[src/rtl/dbg_apb_arb.sv]
// Two-requester round-robin arbiter onto one shared APB master port (UART debug bridge + second initiator).
// Optional ACCESS watchdog enabled with macro DBG_APB_ARB_TIMEOUT_EN (limit set by TO_CYC).
//
// state  | meaning
// -------+---------------------------------------------------------------
// IDLE   | sample requests, pick winner, latch its payload
// ACCESS | o_penable high, wait for completer i_pready (or watchdog expiry)
// RESP   | one-cycle o_req_pready pulse to the granted requester
module dbg_apb_arb #(
  parameter logic [15:0] TO_CYC = 16'd1023
) (
  input  logic             i_clk,
  input  logic             i_rst_n,
  input  logic [1:0]       i_req_penable,
  input  logic [1:0]       i_req_pwrite,
  input  logic [1:0][31:0] i_req_paddr,
  input  logic [1:0][31:0] i_req_pwdata,
  output logic [1:0]       o_req_pready,
  output logic [31:0]      o_req_prdata,
  output logic             o_penable,
  output logic             o_pwrite,
  output logic [31:0]      o_paddr,
  output logic [31:0]      o_pwdata,
  input  logic             i_pready,
  input  logic [31:0]      i_prdata,
  output logic             o_timeout
);

  typedef enum logic [1:0] {
    IDLE   = 2'd0,
    ACCESS = 2'd1,
    RESP   = 2'd2
  } state_t;

  state_t      state, state_nxt;
  logic        grant;
  logic        last_grant;
  logic        winner;
  logic        cap_en;
  logic [31:0] cap_data;
  logic        to_hit;

  // Contention goes to whoever was not served last; a lone requester always wins.
  always_comb begin
    winner = 1'b0;
    case (i_req_penable)
      2'b01:   winner = 1'b0;
      2'b10:   winner = 1'b1;
      2'b11:   winner = ~last_grant;
      default: winner = 1'b0;
    endcase
  end

`ifdef DBG_APB_ARB_TIMEOUT_EN
  logic [15:0] to_cnt;
  logic        to_flag;

  always_ff @(posedge i_clk or negedge i_rst_n) begin
    if (!i_rst_n) begin
      to_cnt <= 16'd0;
    end else if (state == IDLE) begin
      to_cnt <= TO_CYC - 16'd1;
    end else if (state == ACCESS && to_cnt != 16'd0) begin
      to_cnt <= to_cnt - 16'd1;
    end
  end

  always_ff @(posedge i_clk or negedge i_rst_n) begin
    if (!i_rst_n) begin
      to_flag <= 1'b0;
    end else if (cap_en) begin
      to_flag <= to_hit;
    end
  end

  assign o_timeout = (state == RESP) && to_flag;
`else
  logic unused_to_cyc;
  assign unused_to_cyc = ^TO_CYC;
  assign o_timeout     = 1'b0;
`endif

  always_comb begin
    state_nxt = state;
    cap_en    = 1'b0;
    cap_data  = i_prdata;
    to_hit    = 1'b0;
    case (state)
      IDLE: begin
        if (|i_req_penable) state_nxt = ACCESS;
      end
      ACCESS: begin
        // A completer ready in the expiry cycle still counts as a normal completion.
        if (i_pready) begin
          cap_en    = 1'b1;
          state_nxt = RESP;
        end
`ifdef DBG_APB_ARB_TIMEOUT_EN
        else if (to_cnt == 16'd0) begin
          cap_en    = 1'b1;
          cap_data  = 32'hDEAD_DEAD;
          to_hit    = 1'b1;
          state_nxt = RESP;
        end
`endif
      end
      RESP:    state_nxt = IDLE;
      default: state_nxt = IDLE;
    endcase
  end

  always_ff @(posedge i_clk or negedge i_rst_n) begin
    if (!i_rst_n) begin
      state <= IDLE;
    end else begin
      state <= state_nxt;
    end
  end

  always_ff @(posedge i_clk or negedge i_rst_n) begin
    if (!i_rst_n) begin
      grant      <= 1'b0;
      last_grant <= 1'b1;
      o_pwrite   <= 1'b0;
      o_paddr    <= 32'd0;
      o_pwdata   <= 32'd0;
    end else if (state == IDLE && |i_req_penable) begin
      grant      <= winner;
      last_grant <= winner;
      o_pwrite   <= i_req_pwrite[winner];
      o_paddr    <= i_req_paddr[winner];
      o_pwdata   <= i_req_pwdata[winner];
    end
  end

  always_ff @(posedge i_clk or negedge i_rst_n) begin
    if (!i_rst_n) begin
      o_req_prdata <= 32'd0;
    end else if (cap_en) begin
      o_req_prdata <= cap_data;
    end
  end

  assign o_penable    = (state == ACCESS);
  assign o_req_pready = (state != RESP) ? 2'b00 : (grant ? 2'b10 : 2'b01);

endmodule
[config.mk]
export PLATFORM = sky130hd
export DESIGN_NAME = dbg_apb_arb
export DESIGN_NICKNAME = d
export VERILOG_FILES = /design/src/rtl/dbg_apb_arb.sv
export SDC_FILE = /design/constraint.sdc
export NUM_CORES = 1
export LEC_CHECK = 0
export BUFFER_PORTS_ARGS = -buffer_cell sky130_fd_sc_hd__buf_2
export CORE_MARGIN = 5
export CORE_UTILIZATION = 41
export DETAILED_ROUTE_END_ITERATION = 10
export PLACE_DENSITY = 0.78
export SKIP_CTS_REPAIR_TIMING = 1
export SLEW_MARGIN = 10
export SYNTH_ARGS = -nofsm -noshare
export SYNTH_HDL_FRONTEND = slang
export SYNTH_SLANG_ARGS = --single-unit
[constraint.sdc]
create_clock -name i_clk -period 1.7 [get_ports i_clk]
set_input_delay 0.255 -clock i_clk [delete_from_list [all_inputs] [get_ports i_clk]]
set_output_delay 0.255 -clock i_clk [all_outputs]
set_load 0.01 [all_outputs]
# Word-level counts from Yosys, hierarchy flattened
# Index checks and enable logic that the tools add are counted.
[totals]
register_bits = 101
output_inout_bits = 101
elab_cells = 33
[classes]
magnitude_cmp = 1
eq_ne = 6
muxes = 14
bitwise = 1
reduce_logical = 4
[op_table]
columns = ["cell", "n"]
rows = [
  ["32-bit two-way mux", 4],
  ["2-bit two-way mux", 4],
  ["2-bit equality test (second input constant)", 2],
  ["1-bit two-way mux", 4],
  ["2-bit by 1-bit != test with 1-bit output (second input constant)", 2],
  ["2-bit case mux with 2 select lines", 1],
  ["2-bit by 1-bit equality test with 1-bit output (second input constant)", 1],
  ["2-bit logical NOT", 1],
  ["1-bit by 2-bit < comparator with 1-bit output (second input constant)", 1],
  ["2-bit != test (second input constant)", 1],
  ["1-bit case mux with 2 select lines", 1],
  ["2-bit AND reduction", 1],
  ["2-bit OR reduction", 1],
  ["1-bit logical AND", 1],
  ["1-bit NOT", 1],
]

# Depth between registers and ports, before layout
# Gate-level depths: netlist (run 1).
[depth]
ltp_word = 4
depth_mapped = 5

# Least setup slack after synthesis (run 1)
# No wires, ideal clock.
[synth_path]
path_type = "reg2reg"
from = "register last_grant"
to = "register o_paddr[10]"
t_arrival_ns = 1.497
t_required_ns = 1.575
setup_slack_ns = 0.078
stages_incl_launch_ff = 6
synth_period_minus_slack_ns = 1.622
path_cell_list = "dfstp_2 > a21bo_2 > buf_6 > buf_12 > mux2_4 > mux2_4"
[synth_between]
elab_chain_cells = 4
[synth_rtl]
columns = ["element", "line", "rtl"]
rows = [
  ["start: declaration", "37", "logic last_grant;"],
  ["start signal: assignment", "129", "last_grant <= winner;"],
  ["1-bit NOT", "49", "2'b11: winner = ~last_grant;"],
  ["1-bit case mux with 2 select lines", "46", "case (i_req_penable)"],
  ["32-bit two-way mux (implied by the code) (2 in series)", "131", "o_paddr <= i_req_paddr[winner];"],
  ["end signal: assignment", "131", ""],
  ["end: declaration", "22", "output logic [31:0] o_paddr,"],
]
# Every way passes these cells. The select of a mux whose other input is x is not followed.
# A chain may end at the register's enable or synchronous reset.

# Final worst setup path (run 1)
[layout_path]
from = "register last_grant"
to = "register o_pwdata[18]"
[layout_between]
elab_chain_cells = 4
[layout_rtl]
columns = ["element", "line", "rtl"]
rows = [
  ["1-bit NOT", "49", ""],
  ["1-bit case mux with 2 select lines", "46", ""],
  ["32-bit two-way mux (implied by the code) (2 in series)", "132", "o_pwdata <= i_req_pwdata[winner];"],
  ["end signal: assignment", "132", ""],
  ["end: declaration", "23", "output logic [31:0] o_pwdata,"],
]
# Every way passes these cells. The select of a mux whose other input is x is not followed.

==> reports/results.txt, run 1 <==
fin cells: 718
Mapped Cells: 295
GRT Total Usage: 17.6%
M3 GR Usage: 5.61%
crit-path cells: a21bo_4 -> buf_12 -> mux2_4 -> mux2_4
Starting Density: 41.7%
Design Area, Final: 6840 um2
largest net degree at the start of global routing: 38
die area: 14500 um2
Worst-path clk slew: 0.07 ns
leakage power total: 3.60 nW
max_cap viols: 0
nature of the critical path startpoint: flip-flop
Cell Pwr Density: 1740 nW/um2
RR Startpoint: last_grant
Seq/Total Area, Yosys: 50.5%
Worst Skew: 0.00830 ns
mapped cell area: 5010 um2
Die Height: 121 um
GRT overflow: 0
yosys warns: 0
fillers: 974
CP Data Arrival Time: 1.90 ns
via count of the first global-routing pass: 3897
drt drc: 0
crit-path most repeated cell: mux2_4
FP Rows: 40
first drt pass iteration count: 4
maximum vdd ir drop: 784 uV
Post-Route Utilization: 56.9%
met1 usage: 19.5%
Worst Hold Launch: i_prdata[1]
crit-path max FO: 26
First DRT Iteration DRCs: 95
Cells after DPL: 701
Setup CP Type: reg2reg
deepest clock path buffer count: 2
Hold Crit Class: in2reg
CP Launch Point: last_grant
die width: 121 um
post-synth top area share: 50.0%
RSZ-0062 raised after global routing: yes
WP data required: 1.93 ns
Syn Nets: 462
core area: 12000 um2
CTS tree: built
WL/cell: 17.8 um
M2 GR Usage: 31.4%
crit share post-route: 98.2%
final setup vio count: 0
post-synthesis cell type count: 19
H-tree depth: 3
global placement routability congestion: 0.784
Worst Setup End Kind: flip-flop
status: finished, final reports clean
# port buffers: 266
area leader, netlist: dfrtp_1
WL final: 12800 um
CTS sink cnt: 101
share of cells above drive strength 1: 80.6%
CTS Buf Count: 9
Ant. Diodes: 0
first-pass GRT wire length: 20000 um
worst-skew pair later-pin latency: 0.34 ns
vias post-DR: 3449
Slew Viols, Final: 0
Placed Area: 6530 um2
Post-DP HPWL: 10000 um
area grow syn2layout: 36.6%
Top Ports: 268
root buffer cell: clkbuf_16
Crit-path slowest cell: dfstp_2
Layout Nets: 733
slowest stage delay, CP: 0.54 ns
Setup TNS Final: 0 ns
Tmin final: 1.67 ns
via density per instance: 4.80
Avg Synthesized Cell Area: 17.0 um2
Final ANT Viol Nets: 0
FF+latch count, synth: 101
Most Crowded Layer GR: met2
antenna violations before repair: 0
Final Hold Vio Count: 0
synth top area cells: dfrtp_1 50%, mux2_4 30%, mux2_2 14%, buf_12 2.0%, buf_2 0.90%
Fmax achieved: 599 MHz
[synthesized netlist by cell type]
cell type,number
a21bo_2,1
a21boi_0,1
a21o_1,1
and2b_1,1
and3b_1,1
buf_12,5
buf_2,9
buf_4,3
buf_6,1
conb_1,1
dfrtp_1,100
dfstp_2,1
inv_1,2
mux2_2,64
mux2_4,100
nand2_1,1
nor2_1,1
nor3_2,1
nor3b_1,1
[layer usage]
layer,wire [um],vias to the layer above,share of wire [%]
met5,0,-,0
met4,317,0,2.5
met3,929,27,7.3
met1,4910,1671,38
li1,-,1596,-
met2,6650,155,52
[where the power goes]
part	leakage, nW	switching (W)	internal (W)
Sequential	1.18	0.000668	0.00366
Combinational	2.27	0.00234	0.00319
Clock	0.146	0.000915	0.00115
Total	3.60	0.00392	0.00800
[state kept, by name (all words and copies together) (netlist names)]
| name | count |
|---|---|
| o_paddr | 32 |
| o_pwdata | 32 |
| o_req_prdata | 32 |
| state | 2 |
| grant | 1 |
| last_grant | 1 |
| o_pwrite | 1 |
[stage by stage]
step / worst slack [ns] / hold WS [ns] / power [W]
2_1_floorplan: 0.0781 / -0.0406 / 0.00786
3_3_place_gp: 0.0771 / 0.203 / 0.00974
3_5_place_dp: 0.0318 / 0.212 / 0.00996
4_1_cts: 0.0219 / -0.164 / 0.0121
5_1_grt: -0.00740 / 0.120 / 0.0126
6_report: 0.0312 / 0.136 / 0.0119
[worst max-delay path, delay by kind of cell, from the launching register on]
kind,cells,cell delay [ns]
DFF,1,0.54
buffers and inverters,1,0.23
muxes,2,0.58
AOI/OAI and AO/OA,1,0.18
[cell type report]
| cell class | instances | area, um2 | area share, % |
|---|---|---|---|
| Clock buffer | 9 | 225 | 3.29 |
| Clock inverter | 7 | 73.8 | 1.08 |
| Inverter | 2 | 7.51 | 0.110 |
| Multi-Input combinational cell | 174 | 2300 | 33.7 |
| Sequential cell | 101 | 2530 | 37.0 |
| Tap cell | 147 | 184 | 2.69 |
| Timing Repair Buffer | 278 | 1510 | 22.1 |
[final timing paths]
path	end	slack, ns	depth (start not counted)
worst max-delay path	o_pwdata[18]	0.03	4
worst min-delay path	o_req_prdata[1]	0.14	2
worst max register to register	o_pwdata[18]	0.03	4
worst min register to register	o_paddr[18]	0.50	1
max in group asynchronous	last_grant	0.74	3
min in group asynchronous	o_pwdata[29]	0.39	2
[cells in the final DEF (no fill, tap or decap)]
| master | netlist | final |
|---|---|---|
| a21bo_4 | 0 | 1 |
| a21boi_0 | 1 | 1 |
| a21o_1 | 1 | 1 |
| and2b_1 | 1 | 1 |
| and3b_1 | 1 | 1 |
| buf_12 | 5 | 7 |
| buf_2 | 9 | 265 |
| buf_4 | 3 | 5 |
| bufinv_16 | 0 | 1 |
| clkbuf_16 | 0 | 9 |
| clkinv_2 | 0 | 2 |
| clkinv_4 | 0 | 1 |
| clkinvlp_4 | 0 | 1 |
| conb_1 | 1 | 1 |
| dfrtp_1 | 100 | 100 |
| dfstp_2 | 1 | 1 |
| dlygate4sd3_1 | 0 | 1 |
| inv_1 | 2 | 2 |
| inv_6 | 0 | 2 |
| mux2_2 | 64 | 64 |
| mux2_4 | 100 | 100 |
| nand2_1 | 1 | 1 |
| nor2_1 | 1 | 1 |
| nor3_4 | 0 | 1 |
| nor3b_1 | 1 | 1 |
[cell families (layout without fill, tap and decap cells)]
family / after synthesis / in the layout / synth area share [%]
buf+inv: 20 / 296 / 3.72
simple gates: 6 / 6 / 0.825
flops: 101 / 101 / 50.5
other cells: 1 / 1 / 0.0749
compound gates: 3 / 3 / 0.500
mux: 164 / 164 / 44.4
(Power assumes the default switching activity.)
==> run 2, diff against run 1 <==
- ABC_CLOCK_PERIOD_IN_PS: not set -> 1700
- CORE_MARGIN: 5 -> 2
==> run 2 against run 1 <==
Compared with the run above:
- the flow now finishes with violations (negative setup slack)
- sequential share of layout area decreased by 0.90 points
- final area grew 2.5%
- utilization rose by 1.7 points
- fmax is 2.2% lower
- highest routed layer unchanged
- total power is 3.2% higher
- clock skew down 0.0010 ns
- critical endpoint is now o_pwdata[5]
- count of clock-buffer cells in the layout rose by 2
- critical path type unchanged
- combinational power grew 3%
==> reports/results.txt, run 2 (same netlist as run 1, synthesis figures left out) <==
GRT Total Usage: 18.3%
First DRT Iteration DRCs: 156
nature of the critical path startpoint: flip-flop
Slew Viols, Final: 0
Top Ports: 268
leakage power total: 3.69 nW
CTS Buf Count: 9
Post-DP HPWL: 9330 um
Placed Area: 6590 um2
WL/cell: 17.3 um
RSZ-0062 raised after global routing: yes
Reg2Reg Depth: 4
core area: 12000 um2
Most Crowded Layer GR: met2
maximum vdd ir drop: 788 uV
Setup CP Type: reg2reg
Fmax achieved: 586 MHz
Ant. Diodes: 0
M3 GR Usage: 5.08%
via density per instance: 4.81
via count of the first global-routing pass: 3795
final setup vio count: 3
vias post-DR: 3495
CTS sink cnt: 101
FF-to-FF End: o_pwdata[5]
WP data required: 1.92 ns
drt drc: 0
Design Area, Final: 7010 um2
Layout Nets: 742
first-pass GRT wire length: 18700 um
worst-skew pair later-pin latency: 0.34 ns
Worst Setup End Kind: flip-flop
# port buffers: 266
Final Hold Vio Count: 0
area grow syn2layout: 40.0%
CP Data Arrival Time: 1.93 ns
failing checks: negative setup slack
largest net degree at the start of global routing: 37
crit-path max FO: 12
top flop regs: o_paddr x32, o_pwdata x32, o_req_prdata x32
Min-Delay Endpoint: o_req_prdata[18]
Final ANT Viol Nets: 0
Hold Crit Class: in2reg
R2R Setup Slk: -0.007 ns
M2 GR Usage: 32.3%
H-tree depth: 3
root buffer cell: clkbuf_16
die area: 13100 um2
CTS tree: built
Worst Hold Launch: i_prdata[18]
global placement routability congestion: 0.792
Post-Route Utilization: 58.6%
Tmin final: 1.71 ns
Starting Density: 41.9%
WL final: 12600 um
GRT overflow: 0
hold depth: 2
first drt pass iteration count: 4
met1 usage: 21.0%
share of cells above drive strength 1: 80.9%
antenna violations before repair: 0
RR Startpoint: last_grant
FP Rows: 40
die width: 115 um
Worst Skew: 0.00726 ns
deepest clock path buffer count: 2
Tot Pwr: 0.0123 W
most frequent cells in the layout: 265 x buf_2, 102 x mux2_4, 100 x dfrtp_1
Cell Pwr Density: 1760 nW/um2
max_cap viols: 0
Worst-path clk slew: 0.07 ns
status: complete, but fails checks
crit share post-route: 100%
commonest non-fill, non-tap cell in the layout: buf_2
Die Height: 115 um
Setup WS post-layout: -0.00693 ns
run 2: per-stage QoR:
step	instances	setup TNS, ns	setup slack (ns)	hold WS (ns)
6_report	727	-0.0126	-0.00693	0.135
5_1_grt	727	-0.396	-0.0342	0.122
4_1_cts	723	-0.0393	-0.0322	-0.123
3_5_place_dp	707	-0.0128	-0.0128	0.252
3_3_place_gp	707	0	0.0295	0.241
2_1_floorplan	295	0	0.0781	-0.0406
run 2: layer usage:
layer / part of all wire, % / up-vias / wire (um)
met5: 0 / - / 0
met4: 1.4 / 0 / 182
met3: 6.5 / 14 / 821
met2: 52 / 141 / 6560
met1: 40 / 1725 / 5010
li1: - / 1615 / -
run 2: power breakdown:
group / switching (W) / internal (W)
registers: 0.000688 / 0.00366
logic: 0.00234 / 0.00334
clock network: 0.000897 / 0.00137
run 2: worst max-delay path by stage:
stage / from / end / slack, ns / cells past startpoint
4_1_cts: last_grant / o_paddr[22] / -0.03 / 4
3_5_place_dp: last_grant / o_paddr[22] / -0.01 / 4
2_1_floorplan: last_grant / o_paddr[10] / 0.08 / 5
5_1_grt: last_grant / o_paddr[15] / -0.03 / 4
3_3_place_gp: last_grant / o_paddr[22] / 0.03 / 4
6_report: last_grant / o_pwdata[5] / -0.007 / 4
run 2: cell type report:
| class | count | area (um2) |
|---|---|---|
| fill | 970 | 4950 |
| sequential | 101 | 2530 |
| multi-input combinational | 175 | 2330 |
| timing repair buffer | 286 | 1630 |
| clock buffer | 11 | 253 |
| tap | 147 | 184 |
| clock inverter | 5 | 81.3 |
| inverter | 2 | 7.51 |
run 2: worst max-delay path, cell delays in order (launching register included):
cell       delay (ns)
dfstp_2          0.59
a21bo_4          0.22
clkbuf_16        0.21
mux2_4           0.30
mux2_4           0.26
